--- src/rtl/bidi_half_duplex_ctrl_if.sv ---
// rtl/bidi_half_duplex_ctrl_if.sv - host and pad buffer signal bundle for bidi_half_duplex_ctrl
//
// tx_req/tx_data   : host -> controller, level request and byte to send
// tx_busy/tx_done  : controller -> host, transmit status
// rx_data/rx_valid/rx_err : controller -> host, receive result and pulses
// pad_i/pad_t      : controller -> pad buffer drive value and tri-state (1 = released)
// pad_o            : pad buffer -> controller readback (asynchronous)
// modport slave is the controller, modport master is the host/pad side.
interface bidi_half_duplex_ctrl_if;
  logic       tx_req;
  logic [7:0] tx_data;
  logic       tx_busy;
  logic       tx_done;
  logic [7:0] rx_data;
  logic       rx_valid;
  logic       rx_err;
  logic       pad_i;
  logic       pad_t;
  logic       pad_o;

  modport master (
    output tx_req, tx_data, pad_o,
    input  tx_busy, tx_done, rx_data, rx_valid, rx_err, pad_i, pad_t
  );

  modport slave (
    input  tx_req, tx_data, pad_o,
    output tx_busy, tx_done, rx_data, rx_valid, rx_err, pad_i, pad_t
  );
endinterface

--- src/rtl/bidi_half_duplex_ctrl.sv ---
// rtl/bidi_half_duplex_ctrl.sv - half-duplex 8N1 single-wire link sequencer for one bidirectional pad
//
// clk     : system clock, rising edge
// reset_n : asynchronous active-low reset
// bus     : slave side of bidi_half_duplex_ctrl_if (host tx/rx handshake and pad I/T/O)
module bidi_half_duplex_ctrl #(
  parameter int CLKS_PER_BIT = 16,
  parameter int TURN_CLKS    = 4
) (
  input  logic                    clk,
  input  logic                    reset_n,
  bidi_half_duplex_ctrl_if.slave  bus
);

  localparam int CW = $clog2(CLKS_PER_BIT + TURN_CLKS + 1);
  localparam logic [CW-1:0] BIT_LAST  = CW'(CLKS_PER_BIT - 1);
  localparam logic [CW-1:0] HALF_LAST = CW'((CLKS_PER_BIT / 2) - 1);
  localparam logic [CW-1:0] TURN_END  = CW'(TURN_CLKS);

  typedef enum logic [2:0] {
    IDLE, TX_START, TX_DATA, TX_STOP, TX_TURN, RX_START, RX_DATA, RX_STOP
  } state_t;

  state_t        state;
  logic [CW-1:0] cnt;
  logic [2:0]    bit_idx;
  logic [7:0]    shift;
  logic          pad_meta, pad_s, pad_s_d;
  logic          pad_i_q, pad_t_q, tx_busy_q, tx_done_q, rx_valid_q, rx_err_q;
  logic [7:0]    rx_data_q;
  logic          start_edge;

  // pad_s_d follows pad_s every cycle, so on re-entering IDLE it already
  // holds the current line level and the driven-high tail never looks like
  // a falling edge.
  assign start_edge = pad_s_d & ~pad_s;

  assign bus.pad_i    = pad_i_q;
  assign bus.pad_t    = pad_t_q;
  assign bus.tx_busy  = tx_busy_q;
  assign bus.tx_done  = tx_done_q;
  assign bus.rx_data  = rx_data_q;
  assign bus.rx_valid = rx_valid_q;
  assign bus.rx_err   = rx_err_q;

  // Pad outputs are registered one edge behind the state entry, so the
  // accept edge leaves the pad released and the turnaround state owns one
  // extra edge on which it releases the pad and pulses tx_done.
  always_ff @(posedge clk or negedge reset_n) begin
    if (!reset_n) begin
      state      <= IDLE;
      cnt        <= '0;
      bit_idx    <= '0;
      shift      <= '0;
      pad_meta   <= 1'b1;
      pad_s      <= 1'b1;
      pad_s_d    <= 1'b1;
      pad_i_q    <= 1'b1;
      pad_t_q    <= 1'b1;
      tx_busy_q  <= 1'b0;
      tx_done_q  <= 1'b0;
      rx_valid_q <= 1'b0;
      rx_err_q   <= 1'b0;
      rx_data_q  <= 8'h00;
    end else begin
      pad_meta   <= bus.pad_o;
      pad_s      <= pad_meta;
      pad_s_d    <= pad_s;
      tx_done_q  <= 1'b0;
      rx_valid_q <= 1'b0;
      rx_err_q   <= 1'b0;
      case (state)
        IDLE: begin
          pad_t_q   <= 1'b1;
          pad_i_q   <= 1'b1;
          tx_busy_q <= 1'b0;
          cnt       <= '0;
          bit_idx   <= '0;
          if (start_edge) begin
            state <= RX_START;
          end else if (bus.tx_req) begin
            shift     <= bus.tx_data;
            tx_busy_q <= 1'b1;
            state     <= TX_START;
          end
        end
        TX_START: begin
          pad_t_q <= 1'b0;
          pad_i_q <= 1'b0;
          if (cnt == BIT_LAST) begin
            cnt   <= '0;
            state <= TX_DATA;
          end else begin
            cnt <= cnt + 1'b1;
          end
        end
        TX_DATA: begin
          pad_t_q <= 1'b0;
          pad_i_q <= shift[0];
          if (cnt == BIT_LAST) begin
            cnt     <= '0;
            shift   <= {1'b0, shift[7:1]};
            bit_idx <= bit_idx + 3'd1;
            if (bit_idx == 3'd7) state <= TX_STOP;
          end else begin
            cnt <= cnt + 1'b1;
          end
        end
        TX_STOP: begin
          pad_t_q <= 1'b0;
          pad_i_q <= 1'b1;
          if (cnt == BIT_LAST) begin
            cnt   <= '0;
            state <= TX_TURN;
          end else begin
            cnt <= cnt + 1'b1;
          end
        end
        TX_TURN: begin
          pad_i_q <= 1'b1;
          if (cnt == TURN_END) begin
            pad_t_q   <= 1'b1;
            tx_done_q <= 1'b1;
            cnt       <= '0;
            state     <= IDLE;
          end else begin
            pad_t_q <= 1'b0;
            cnt     <= cnt + 1'b1;
          end
        end
        RX_START: begin
          if (cnt == HALF_LAST) begin
            cnt   <= '0;
            state <= pad_s ? IDLE : RX_DATA;
          end else begin
            cnt <= cnt + 1'b1;
          end
        end
        RX_DATA: begin
          if (cnt == BIT_LAST) begin
            cnt     <= '0;
            shift   <= {pad_s, shift[7:1]};
            bit_idx <= bit_idx + 3'd1;
            if (bit_idx == 3'd7) state <= RX_STOP;
          end else begin
            cnt <= cnt + 1'b1;
          end
        end
        RX_STOP: begin
          if (cnt == BIT_LAST) begin
            cnt        <= '0;
            rx_data_q  <= shift;
            rx_valid_q <= pad_s;
            rx_err_q   <= ~pad_s;
            state      <= IDLE;
          end else begin
            cnt <= cnt + 1'b1;
          end
        end
        default: state <= IDLE;
      endcase
    end
  end

endmodule

--- src/flat_wrapper.sv ---
// flat-port wrapper written by rule: the top's interface ports become plain ports
module bidi_half_duplex_ctrl_flat 
#(
  parameter int CLKS_PER_BIT = 16,
  parameter int TURN_CLKS    = 4
)
  (clk, reset_n, bus_tx_req, bus_tx_data, bus_pad_o, bus_tx_busy, bus_tx_done, bus_rx_data, bus_rx_valid, bus_rx_err, bus_pad_i, bus_pad_t);
  bidi_half_duplex_ctrl_if bus_i ();
  input  logic clk;
  input  logic reset_n;
  input wire logic [$bits(bus_i.tx_req)-1:0] bus_tx_req;
  input wire logic [$bits(bus_i.tx_data)-1:0] bus_tx_data;
  input wire logic [$bits(bus_i.pad_o)-1:0] bus_pad_o;
  output wire logic [$bits(bus_i.tx_busy)-1:0] bus_tx_busy;
  output wire logic [$bits(bus_i.tx_done)-1:0] bus_tx_done;
  output wire logic [$bits(bus_i.rx_data)-1:0] bus_rx_data;
  output wire logic [$bits(bus_i.rx_valid)-1:0] bus_rx_valid;
  output wire logic [$bits(bus_i.rx_err)-1:0] bus_rx_err;
  output wire logic [$bits(bus_i.pad_i)-1:0] bus_pad_i;
  output wire logic [$bits(bus_i.pad_t)-1:0] bus_pad_t;
  assign bus_i.tx_req = bus_tx_req;
  assign bus_i.tx_data = bus_tx_data;
  assign bus_i.pad_o = bus_pad_o;
  assign bus_tx_busy = bus_i.tx_busy;
  assign bus_tx_done = bus_i.tx_done;
  assign bus_rx_data = bus_i.rx_data;
  assign bus_rx_valid = bus_i.rx_valid;
  assign bus_rx_err = bus_i.rx_err;
  assign bus_pad_i = bus_i.pad_i;
  assign bus_pad_t = bus_i.pad_t;
  bidi_half_duplex_ctrl #(.CLKS_PER_BIT(CLKS_PER_BIT), .TURN_CLKS(TURN_CLKS)) u_core (.clk(clk), .reset_n(reset_n), .bus(bus_i));
endmodule
--- config.mk ---
export PLATFORM = sky130hd
export DESIGN_NAME = bidi_half_duplex_ctrl_flat
export DESIGN_NICKNAME = d
export VERILOG_FILES = /design/src/rtl/bidi_half_duplex_ctrl_if.sv /design/src/rtl/bidi_half_duplex_ctrl.sv /design/src/flat_wrapper.sv
export SDC_FILE = /design/constraint.sdc
export NUM_CORES = 1
export LEC_CHECK = 0
export ABC_AREA = 1
export CAP_MARGIN = 25
export CORE_MARGIN = 3
export CORE_UTILIZATION = 55
export DETAILED_ROUTE_END_ITERATION = 6
export HOLD_SLACK_MARGIN = 0.12
export PLACE_DENSITY_LB_ADDON = 0.08
export SETUP_SLACK_MARGIN = 0.4
export SYNTH_ARGS = -nofsm -noshare
export SYNTH_HDL_FRONTEND = slang
export SYNTH_SLANG_ARGS = --single-unit
--- constraint.sdc ---
create_clock -name clk -period 2.7 [get_ports clk]
set_input_delay 0.27 -clock clk [delete_from_list [all_inputs] [get_ports clk]]
set_output_delay 0.27 -clock clk [all_outputs]
set_load 0.005 [all_outputs]
==> impl_metrics.json <==
{
  "comb_power_share_pct": 46.0,
  "final-seq-area_um2": 907.1,
  "cts-root-buf": "clkbuf_4",
  "p_int_mw": 1.150,
  "worstMarginPinSlew_ns": 0.5034,
  "rsz0062_at_grt": "no",
  "synth.avg_cell_area_um2": 8.701,
  "core-area_mm2": 0.003153,
  "cpMaxStageDelayCell": "dfrtp_1",
  "hold_buffers": 0,
  "cts_tree": "built",
  "postSynthCellCount": 217,
  "cts_buffer_depth": 2,
  "use_met1_pct": 25.45,
  "syn_nets": 236,
  "io_buffers": 25,
  "die_w_um": 64.59,
  "slew_headroom_pct": 66.44,
  "grtUsageMet3_pct": 6.932,
  "antenna_cells": 0,
  "yosys_warnings": 0,
  "reg2reg_slack_ns": 0.74,
  "grt_pass1_vias": 1422,
  "synth_cell_types": 29,
  "vias_per_cell": 5.203,
  "sw_frac_of_total_pct": 43.81,
  "critPathMaxFanout": 5,
  "cp_top_family": "simple AND/OR/NAND/NOR gates",
  "wirelength_mm": 3.650,
  "arrival_ns": 2.20,
  "path_common_cell": "nand2_1",
  "fmax_mhz": 511.2,
  "start_util_pct": 59.88,
  "dr.pass1.iters": 4,
  "die_y_um": 64.59,
  "worst_setup_hold_path_clk_slew_ns": 0.11,
  "p_leak_nw": 1.085,
  "ant_nets": 0,
  "antenna_found_initial": 0,
  "nets": 265,
  "crit_chain": "ha_1, nand2_1, nor2_1, ha_1, inv_1, nand3_1, nand2_2, nor2_2, nand3_1, nand2_1, nand2_1",
  "pwr-share-seq_pct": 39.0,
  "end_kind": "flop",
  "outcome": "completed",
  "timing.final.crit_share_pct": 72.46,
  "tns_ns": 0,
  "post-dp-hpwl_mm": 2.703,
  "irDropWorstVdd_mv": 0.5105,
  "syn-cell-area_mm2": 0.001888,
  "fillers": 273,
  "grt_max_degree": 37,
  "track_usage_pct": 20.24,
  "path_class": "reg2reg",
  "cts_resized": 0,
  "die_area_mm2": 0.004172,
  "startpoint_type": "flop",
  "ios": 26,
  "grt_overflow": 0,
  "multi_input_area_um2": 797.0,
  "synth-seq-cells": 36,
  "cts_buffers": 5,
  "max_stage_delay_ns": 0.40,
  "grt_pass1_wl_mm": 6.458,
  "setup_viol": 0,
  "required_ns": 2.94,
  "cts_max_level": 2,
  "crit_buf_inv": 1,
  "yosysSeqAreaShare_pct": 48.05,
  "gp_congestion": 0.8644,
  "period_needed_ns": 1.956,
  "clock_skew_ns": 0.01040,
  "clock_power_share_pct": 15.0,
  "clock-sinks": 36,
  "clk-insertion-delay-late_ns": 0.34,
  "use_met2_pct": 32.99,
  "slew_violations": 0,
  "drt_iter0_drc": 99,
  "maxCapViolCount": 0,
  "rows": 20,
  "vias": 1514,
  "hp-class": "in2async",
  "area_growth_pct": 17.56,
  "p_switching_mw": 0.8968,
  "drc": 0,
  "finalPower_mw": 2.047,
  "grt-busiest-layer": "met2",
  "finalHoldViolCount": 0,
  "power_density_mw_per_mm2": 922.1,
  "wl_per_cell_um": 12.54,
  "drive_gt1_share_pct": 15.79
}
==> metrics by stage <==
step                cells  hold WS [ns]  area [µm²]  utilization [%]  setup WS, ns
floorplan             217      -0.02559        1888                -         1.011
detailed placement    281        0.3473        2146            68.06        0.6130
finish                291        0.3191        2220            70.40        0.7437
CTS                   289        0.3250        2205            69.92        0.5731
global route          291        0.3311        2220            70.40        0.4416
global placement      281        0.3465        2146            68.06        0.7555
==> flip-flops by register name (all words and copies together), names as in the netlist <==
register / count
u_core.pad_s_d: 1
u_core.bus.pad_i: 1
u_core.cnt: 5
u_core.bus.pad_t: 1
u_core.bus.rx_data: 8
u_core.bus.rx_err: 1
u_core.bus.rx_valid: 1
u_core.shift: 8
u_core.pad_s: 1
u_core.bus.tx_busy: 1
u_core.state: 3
u_core.bus.tx_done: 1
u_core.bit_idx: 3
u_core.pad_meta: 1
==> layer usage <==
metal | part of all wire (%) | wire length (µm)
met5 | 0 | 0
met4 | 1.5 | 56
met1 | 43 | 1569
met2 | 50 | 1843
met3 | 5.0 | 181
==> power by group through the flow <==
stage | combinational, mW | sequential, mW | clock, mW
floorplan | 0.876 | 0.736 | 0
global placement | 0.913 | 0.805 | 0
detailed placement | 0.938 | 0.810 | 0
CTS | 0.947 | 0.799 | 0.307
global route | 1.08 | 0.816 | 0.341
finish | 0.942 | 0.797 | 0.308
==> synthesized netlist by cell type, drive strengths merged <==
cell	count	area, µm²
nand2	57	239.0
nand4	7	43.79
nand3	10	62.56
a21oi	4	20.02
o21ai	27	165.2
o31ai	1	7.510
clkbuf	2	7.510
inv	33	128.9
nor4	1	6.260
nor2	24	135.1
dfstp	5	131.4
a22o	2	17.52
ha	7	87.58
nor3	1	5.000
o211ai	1	7.510
buf	4	47.54
dfrtp	31	775.7
==> path summary, 6_finish.rpt <==
kind,start,endpoint,depth (start not counted)
min in group clk,bus_pad_o,u_core.pad_meta,1
max in group asynchronous,reset_n,u_core.pad_meta,2
hold / removal,reset_n,u_core.state[1],2
hold reg to reg,u_core.pad_meta,u_core.pad_s,0
setup / recovery,u_core.cnt[0],u_core.state[2],11
setup reg to reg,u_core.cnt[0],u_core.state[2],11
==> layout make-up <==
cell class | instances | area share [%]
Timing Repair Buffer | 28 | 12.29
Sequential cell | 36 | 40.87
Inverter | 33 | 5.806
Clock buffer | 8 | 2.649
Tap cell | 44 | 2.480
Multi-Input combinational cell | 142 | 35.91
==> repair_timing <==
action | CTS | global route
setup endpoints to repair | 0 | 6
setup buffers | 0 | 2
endpoints found under the hold margin | 0 | 0
==> cells in the final DEF (no fill, tap or decap), drive strengths merged <==
cell type      count
clkbuf             8
a21oi              4
nand2             57
a22o               2
nand3             10
dfrtp             31
nor4               1
ha                 7
clkdlybuf4s50     25
o31ai              1
o211ai             1
nor3               1
buf                3
o21ai             27
dfstp              5
nand4              7
inv               33
nor2              24
==> cells by family (layout without fill, tap and decap cells) <==
family	count (synthesis)	in the layout	synth area share, %
adder cells (fa/ha/maj)	7	7	4.639
AO/OA/AOI/OAI	35	35	11.53
flip-flops	36	36	48.05
AND/OR/NAND/NOR	100	100	26.04
buffers and inverters	39	69	9.741
No activity file was read; power rests on OpenSTA's default activity.
